$ cat config.mk
export PLATFORM = sky130hd
export DESIGN_NAME = text_writer
export DESIGN_NICKNAME = d
export VERILOG_FILES = /design/src/rtl/text_writer.sv
export SDC_FILE = /design/constraint.sdc
export NUM_CORES = 1
export LEC_CHECK = 0
export ABC_AREA = 1
export BUFFER_PORTS_ARGS = -buffer_cell sky130_fd_sc_hd__buf_2
export CORE_UTILIZATION = 45
export CTS_BUF_LIST = sky130_fd_sc_hd__clkbuf_8
export CTS_CLUSTER_DIAMETER = 120
export DETAILED_ROUTE_END_ITERATION = 7
export MAX_ROUTING_LAYER = met4
export PLACE_DENSITY_LB_ADDON = 0.15
export REMOVE_ABC_BUFFERS = 1
export SLEW_MARGIN = 20
export SYNTH_ARGS = -nofsm -noshare
export SYNTH_HDL_FRONTEND = slang
export SYNTH_SLANG_ARGS = --single-unit
$ cat constraint.sdc
create_clock -name clk -period 3.36 [get_ports clk]
set_clock_uncertainty 0.05 [all_clocks]
set_input_delay 0.672 -clock clk [delete_from_list [all_inputs] [get_ports clk]]
set_output_delay 0.672 -clock clk [all_outputs]
set_load 0.02 [all_outputs]
$ cat src/rtl/text_writer.sv
// Text-mode writer: turns a character stream into writes to a ring-buffered
// character store, tracking the cursor and performing line wrap and scroll.
module text_writer #(
    parameter int unsigned COLUMNS   = 80,
    parameter int unsigned ROWS      = 25,
    parameter int unsigned ADDR_BITS = 11,
    parameter int unsigned ROW_BITS  = 5,
    parameter int unsigned COL_BITS  = 7
) (
    input  logic                 clk,
    input  logic                 clr,
    input  logic [7:0]           char_in,
    input  logic                 char_valid,
    output logic                 char_ready,
    output logic [ROW_BITS-1:0]  cursor_row,
    output logic [COL_BITS-1:0]  cursor_col,
    output logic [ADDR_BITS-1:0] buffer_waddr,
    output logic [7:0]           buffer_din,
    output logic                 buffer_wen,
    output logic [ADDR_BITS-1:0] buffer_first_char,
    output logic                 buffer_first_char_wen
);

    localparam logic [2:0] StInit   = 3'd0;
    localparam logic [2:0] StIdle   = 3'd1;
    localparam logic [2:0] StWrite  = 3'd2;
    localparam logic [2:0] StScroll = 3'd3;
    localparam logic [2:0] StCommit = 3'd4;

    localparam logic [ADDR_BITS-1:0] ColsAddr   = ADDR_BITS'(COLUMNS);
    localparam logic [ADDR_BITS-1:0] LastScroll = ADDR_BITS'(COLUMNS - 1);
    localparam logic [ROW_BITS-1:0]  LastRow    = ROW_BITS'(ROWS - 1);
    localparam logic [COL_BITS-1:0]  LastCol    = COL_BITS'(COLUMNS - 1);

    localparam logic [7:0] Space = 8'h20;
    localparam logic [7:0] ChCr  = 8'h0D;
    localparam logic [7:0] ChLf  = 8'h0A;
    localparam logic [7:0] ChBs  = 8'h08;

    logic [2:0]           state_q, state_d;
    logic [ADDR_BITS-1:0] cnt_q, cnt_d;
    logic                 init_run_q, init_run_d;
    logic [ADDR_BITS-1:0] line_start_q, line_start_d;
    logic [ADDR_BITS-1:0] first_char_q, first_char_d;
    logic [ROW_BITS-1:0]  row_q, row_d;
    logic [COL_BITS-1:0]  col_q, col_d;
    logic [7:0]           char_q, char_d;

    logic accept;
    logic is_print;
    logic lf_req;

    assign accept   = char_valid && (state_q == StIdle);
    assign is_print = (char_in >= 8'h20) && (char_in <= 8'h7E);

    always_comb begin
        state_d      = state_q;
        cnt_d        = cnt_q;
        init_run_d   = init_run_q;
        line_start_d = line_start_q;
        first_char_d = first_char_q;
        row_d        = row_q;
        col_d        = col_q;
        char_d       = char_q;
        lf_req       = 1'b0;

        case (state_q)
            StInit: begin
                // First cycle after reset is idle so the write strobe stays low under clr.
                init_run_d = 1'b1;
                if (init_run_q) begin
                    if (cnt_q == '1) begin
                        state_d      = StCommit;
                        cnt_d        = '0;
                        first_char_d = '0;
                    end else begin
                        cnt_d = cnt_q + ADDR_BITS'(1);
                    end
                end
            end
            StIdle: begin
                if (accept) begin
                    if (is_print) begin
                        char_d  = char_in;
                        state_d = StWrite;
                    end else if (char_in == ChCr) begin
                        col_d = '0;
                    end else if (char_in == ChBs) begin
                        if (col_q != '0) begin
                            col_d = col_q - COL_BITS'(1);
                        end
                    end else if (char_in == ChLf) begin
                        lf_req = 1'b1;
                    end
                end
            end
            StWrite: begin
                state_d = StIdle;
                if (col_q < LastCol) begin
                    col_d = col_q + COL_BITS'(1);
                end else begin
                    col_d  = '0;
                    lf_req = 1'b1;
                end
            end
            StScroll: begin
                if (cnt_q == LastScroll) begin
                    state_d      = StCommit;
                    cnt_d        = '0;
                    first_char_d = first_char_q + ColsAddr;
                    line_start_d = line_start_q + ColsAddr;
                end else begin
                    cnt_d = cnt_q + ADDR_BITS'(1);
                end
            end
            StCommit: begin
                state_d = StIdle;
            end
            default: begin
                state_d = StInit;
            end
        endcase

        // Line feed: move down a row, or at the bottom clear the next row and scroll.
        if (lf_req) begin
            if (row_q < LastRow) begin
                row_d        = row_q + ROW_BITS'(1);
                line_start_d = line_start_q + ColsAddr;
            end else begin
                state_d = StScroll;
                cnt_d   = '0;
            end
        end
    end

    always_ff @(posedge clk or posedge clr) begin
        if (clr) begin
            state_q      <= StInit;
            cnt_q        <= '0;
            init_run_q   <= 1'b0;
            line_start_q <= '0;
            first_char_q <= '0;
            row_q        <= '0;
            col_q        <= '0;
            char_q       <= Space;
        end else begin
            state_q      <= state_d;
            cnt_q        <= cnt_d;
            init_run_q   <= init_run_d;
            line_start_q <= line_start_d;
            first_char_q <= first_char_d;
            row_q        <= row_d;
            col_q        <= col_d;
            char_q       <= char_d;
        end
    end

    always_comb begin
        buffer_wen            = 1'b0;
        buffer_waddr          = '0;
        buffer_din            = Space;
        buffer_first_char_wen = 1'b0;
        case (state_q)
            StInit: begin
                buffer_wen   = init_run_q;
                buffer_waddr = cnt_q;
            end
            StWrite: begin
                buffer_wen   = 1'b1;
                buffer_waddr = line_start_q + ADDR_BITS'(col_q);
                buffer_din   = char_q;
            end
            StScroll: begin
                // The row being cleared sits just past the current bottom row.
                buffer_wen   = 1'b1;
                buffer_waddr = line_start_q + ColsAddr + cnt_q;
            end
            StCommit: begin
                buffer_first_char_wen = 1'b1;
            end
            default: begin
                buffer_wen = 1'b0;
            end
        endcase
    end

    assign char_ready        = (state_q == StIdle);
    assign cursor_row        = row_q;
    assign cursor_col        = col_q;
    assign buffer_first_char = first_char_q;

endmodule

Yosys cells after proc, flatten, opt, wreduce, memory -nomap -nowiden
Cells that the tools add are included.

word-level totals
  flip-flop bits (word level) = 57
  output and inout bits = 45

operators by class
  $add $sub $neg = 8
  order comparisons = 4
  equality and inequality tests = 16
  muxes and demuxes = 40
  reduce and logical (&&, ||, !) cells = 12

operators by type and width
  kind                                                                              count
  11-bit two-way mux                                                                12
  11-bit one-hot mux with 2 select lines                                            2
  7-bit two-way mux                                                                 6
  11-bit one-hot mux with 3 select lines                                            1
  8-bit by 4-bit equality test with 1-bit output, second input constant             3
  11-bit by 7-bit adder with 11-bit output, second input constant                   2
  3-bit two-way mux                                                                 7
  7-bit one-hot mux with 2 select lines                                             1
  3-bit one-hot mux with 4 select lines                                             1
  11-bit by 1-bit adder with 11-bit output, second input constant                   1
  11-bit adder                                                                      1
  11-bit by 7-bit adder with 11-bit output                                          1
  11-bit equality test, second input constant                                       1
  11-bit by 7-bit equality test with 1-bit output, second input constant            1
  8-bit by 6-bit >= comparator with 1-bit output, second input constant             1
  8-bit by 7-bit less-or-equal comparator with 1-bit output, second input constant  1
  8-bit two-way mux                                                                 1
  2-bit inequality test, second input constant                                      4
  7-bit by 1-bit adder with 7-bit output, second input constant                     1
  7-bit < comparator, second input constant                                         1
  1-bit two-way mux                                                                 7
  7-bit nonzero test                                                                1
  7-bit by 1-bit subtractor with 7-bit output, second input constant                1
  3-bit by 2-bit equality test with 1-bit output, second input constant             2
  other kinds (15)                                                                  20

Longest topological paths before layout
  depth in word-level cells = 8
  gate-level depth with buffers = 14

Worst setup path after synthesis
Ideal clock, no wire load.

  path kind = register to output
  from = register line_start_q[5]
  to = output port buffer_waddr[10]
  data arrival time = 2,143 ps
  data required time = 2,638 ps
  slack = 495 ps
  cell stages (with the launch flop) = 13
  cell sequence = dfrtp_1 > ha_1 > o21ai_0 > xor2_1 > inv_1 > ha_1 > nand2_1 > or2_2 > nand3_1 > inv_1 > nand2_1 > nand3_1 > nand2_1

between the ends
  longest elaborated chain between the ends = 3
  elaborated cells between the ends (all ways) = 4

RTL lines
  item                                        line  RTL
  from (decl)                                 43    logic [ADDR_BITS-1:0] line_start_q, line_start_d;
  from (signal assigned)                      150   line_start_q <= line_start_d;
  11-bit by 7-bit adder with 11-bit output    176   buffer_waddr = line_start_q + ColsAddr + cnt_q;
  11-bit adder                                176
  11-bit one-hot mux with 3 select lines (*)  163   case (state_q)
  to (decl)                                   17    output logic [ADDR_BITS-1:0] buffer_waddr,

Every way passes the cells marked *; elsewhere a longest branch is shown, timed or not.

Worst setup path in the final report
  from = register line_start_q[4]
  to = output port buffer_waddr[10]

The elaborated chain is that of the path after synthesis.

==> out/metrics.yaml <==
max_freq_mhz: 312
fin_crit_ns: 3.20
synthArstFlopShare_pct: 100
end_kind: "output pin"
min_path_type: "reg2reg"
ys_seq_area_share_pct: 30.4
wl_per_cell_um: 13.9
rr_worst_depth: 8
die_h_um: 96.7
synth_area_um2: 4030
synth_area_per_cell_um2: 6.85
worstPathMaxFanout: 5
synth_seq_cells: 49
num-fill-cells: 833
dp_cells: 734
worstHoldEndpoint: "char_q[5]$_DFFE_PP1P_"
slew_headroom_pct: 42.0
muxShareOfSynthArea_pct: 0
fin_setup_tns_ns: 0
irDropWorstVdd_uv: 158
worstReg2RegStart: "cnt_q[0]$_DFF_PP0_"
crit_top_cell: "nand2_1"
critical_path.startpoint_type: "flip-flop"
fin_cells: 744
grt_pass1_wl_um: 17600
die_area_um2: 9340
ios: 56
synth_compound_area_share_pct: 11.6
vias: 3942
chipWidth_um: 96.7
cp_num_buf_inv: 3
syn_inst: 589
fin_util_pct: 51.9
antenna_left: 0
drive_above_1_share_pct: 17.6
power.leakage_nw: 2.44
antenna_found_initial: 0
start_util_pct: 46.5
min_path_cells: 2
cp.arrival_ns: 2.48
rows: 34
synth_warnings: 0
grt_setup_unrepaired: "no"
synth_top_family_by_area: "simple AND/OR/NAND/NOR gates"
track_usage_pct: 23.4
first_global_vias: 3663
critPathMaxStageDelay_ns: 0.41
worst_slew_pin_slew_ns: 0.870
drtPass1Iterations: 5
cts_sinks: 49
area_delta_synth_final_pct: 11.8
synthSimpleGateAreaFrac_pct: 36.8
cp_num_cells: 13
required_ns: 2.64
drc_errors: 0
critPathKind: "reg2out"
drt-total-wl_um: 10300
drt_iter0_drc: 223
insertion_delay_ns: 0.31
cts_hold_buffers: 0
maxCapViolCount: 0
path_cells: "ha_2 > o21ai_2 > xor2_1 > inv_1 > ha_4 > nand2_1 > or2_2 > nand3_1 > inv_1 > nand2_1 > nand3_1 > nand2_1 > buf_2"
cts_tree: "built"
port_buffers: 51
cp_slowest_cell: "dfrtp_1"
htreeDepth: 2
clkTransAtPathRegs_ns: 0.10
grt_max_degree: 50
timing.rr.end: "cnt_q[4]$_DFF_PP0_"
overflow: 0
worst_hold_startpoint: "char_q[5]$_DFFE_PP1P_"
finalHoldViolations: 0
critical-path-top-delay-family: "simple AND/OR/NAND/NOR gates"
cts_buffers: 5
nets: 664
synth_xor_area_share_pct: 4.78
synth_fa_ha_area_share_pct: 5.96
slew_viol_final: 0
clk_path_buf_depth: 2
power_per_cell_area_nw_per_um2: 256
antenna_cells: 0
viasPerCell: 5.30
setup_violations: 0
finalCritPeriodShare_pct: 95.3
yosysUniqueCellTypes: 44
outcome: "complete, no violations"
gp_congestion: 0.925
core-area_um2: 8680
dp_hpwl_um: 7530
r2r_slack_ns: 1.39
ys.flop_type: "dfrtp_1"
power.total_w: 0.00115
root_buffer: "clkbuf_8"
synth_edf_count: 0
[layout by cell type (no fill, tap or decap), types with 2 or more instances in the layout]
cell / Yosys / layout
o211ai_1: 4 / 4
inv_2: 10 / 10
xnor2_1: 10 / 10
o21ai_1: 11 / 11
nand2_2: 9 / 9
nand2_1: 160 / 160
or2_2: 2 / 2
buf_2: 5 / 51
dfrtp_2: 0 / 2
inv_1: 66 / 65
nor2_1: 53 / 53
clkbuf_8: 0 / 5
conb_1: 1 / 4
ha_1: 16 / 14
nand3_2: 2 / 2
xor2_1: 12 / 12
nand3_1: 60 / 60
nor3_1: 4 / 4
o21ai_2: 2 / 3
a21oi_1: 29 / 29
o21ai_0: 34 / 33
buf_4: 9 / 5
nand3_4: 4 / 4
nand2_4: 3 / 3
nor3_2: 2 / 2
dfrtp_1: 48 / 46
fa_1: 2 / 2
nand4_1: 9 / 9
bufinv_16: 0 / 2
o22ai_1: 2 / 2
[area by class of cell]
| class | instances | area, µm² | area share (%) |
|---|---|---|---|
| Inverter | 77 | 293 | 6.49 |
| Timing Repair Buffer | 56 | 293 | 6.49 |
| Clock buffer | 5 | 68.8 | 1.53 |
| Clock inverter | 3 | 68.8 | 1.53 |
| Tap cell | 108 | 135 | 3.00 |
| Multi-Input combinational cell | 446 | 2420 | 53.7 |
| Sequential cell | 49 | 1230 | 27.3 |
[metrics by stage]
step	setup WS (ns)	hold WS [ns]	area (µm²)
global placement	0.316	0.401	4330
finish	0.159	0.432	4510
detailed placement	0.267	0.412	4330
floorplan	0.493	0.386	3920
CTS	0.0345	0.433	4480
global route	0.00790	0.454	4510
[cells in the mapped netlist, types with 3 or more instances]
| library cell | n | area, µm² |
|---|---|---|
| ha_1 | 16 | 200 |
| nor2_1 | 53 | 199 |
| buf_4 | 9 | 67.6 |
| o21ai_1 | 11 | 55.1 |
| nand3_4 | 4 | 70.1 |
| dfrtp_1 | 48 | 1200 |
| xor2_1 | 12 | 105 |
| buf_2 | 5 | 25.0 |
| a21oi_1 | 29 | 145 |
| nand2_1 | 160 | 601 |
| o21ai_0 | 34 | 170 |
| clkbuf_1 | 4 | 15.0 |
| xnor2_1 | 10 | 87.6 |
| o211ai_1 | 4 | 30.0 |
| inv_2 | 10 | 37.5 |
| nand3_1 | 60 | 300 |
| nor3_1 | 4 | 20.0 |
| nand2_2 | 9 | 56.3 |
| nand2_4 | 3 | 33.8 |
| inv_1 | 66 | 248 |
| nand4_1 | 9 | 56.3 |
[power breakdown]
group | total (W) | leakage, nW | switching [W] | internal, W
sequential | 0.000590 | 0.597 | 0.0000000778 | 0.000589
clock | 0.000534 | 0.0687 | 0.000234 | 0.000300
combinational | 0.0000309 | 1.77 | 0.0000244 | 0.00000644
total | 0.00115 | 2.44 | 0.000258 | 0.000896
[logic make-up (layout without fill, tap and decap cells)]
group                      Yosys count  after routing
and+or+nand+nor                    315            315
other                                1              4
xor gates and xnor gates            22             22
DFF                                 49             49
AOI/OAI and AO/OA                   87             87
adders and majority gates           18             18
buffers and inverters               97            141
[worst max path at each step]
stage | from | to | slack [ns]
final | line_start_q[4]$_DFF_PP0_ | buffer_waddr[10] | 0.16
after global routing | line_start_q[5]$_DFF_PP0_ | buffer_waddr[10] | 0.008
after CTS | line_start_q[4]$_DFF_PP0_ | buffer_waddr[10] | 0.03
after detailed placement | line_start_q[5]$_DFF_PP0_ | buffer_waddr[10] | 0.27
after global placement | line_start_q[5]$_DFF_PP0_ | buffer_waddr[10] | 0.32
after floorplan | line_start_q[5]$_DFF_PP0_ | buffer_waddr[10] | 0.49
[routing by layer]
| layer | GRT usage, % | vias up | wire [µm] | part of all wire [%] |
|---|---|---|---|---|
| li1 | - | 1987 | - | - |
| met1 | 31.3 | 1805 | 4700 | 46 |
| met2 | 37.4 | 132 | 4910 | 48 |
| met3 | 2.82 | 18 | 498 | 4.8 |
| met4 | 6.89 | 0 | 195 | 1.9 |
| met5 | - | - | 0 | 0 |
[what timing repair did]
item	in CTS	in global routing
resized for setup	2	4
pin swaps	0	1
setup endpoints to repair	1	2
buffers inserted	1	1
[worst min-delay path, cell delays in order, from the launching register on]
cell and delay [ns]:
dfstp_2 0.38, nand2_1 0.05, o21ai_1 0.05
[flip-flops by register name, summed over array words and instances (netlist names)]
register / cells
buffer_first_char: 7
char_q: 8
cnt_q: 11
cursor_col: 7
cursor_row: 5
init_run_q: 1
line_start_q: 7
state_q: 3
Note: power is estimated with default switching activity, not from simulation.
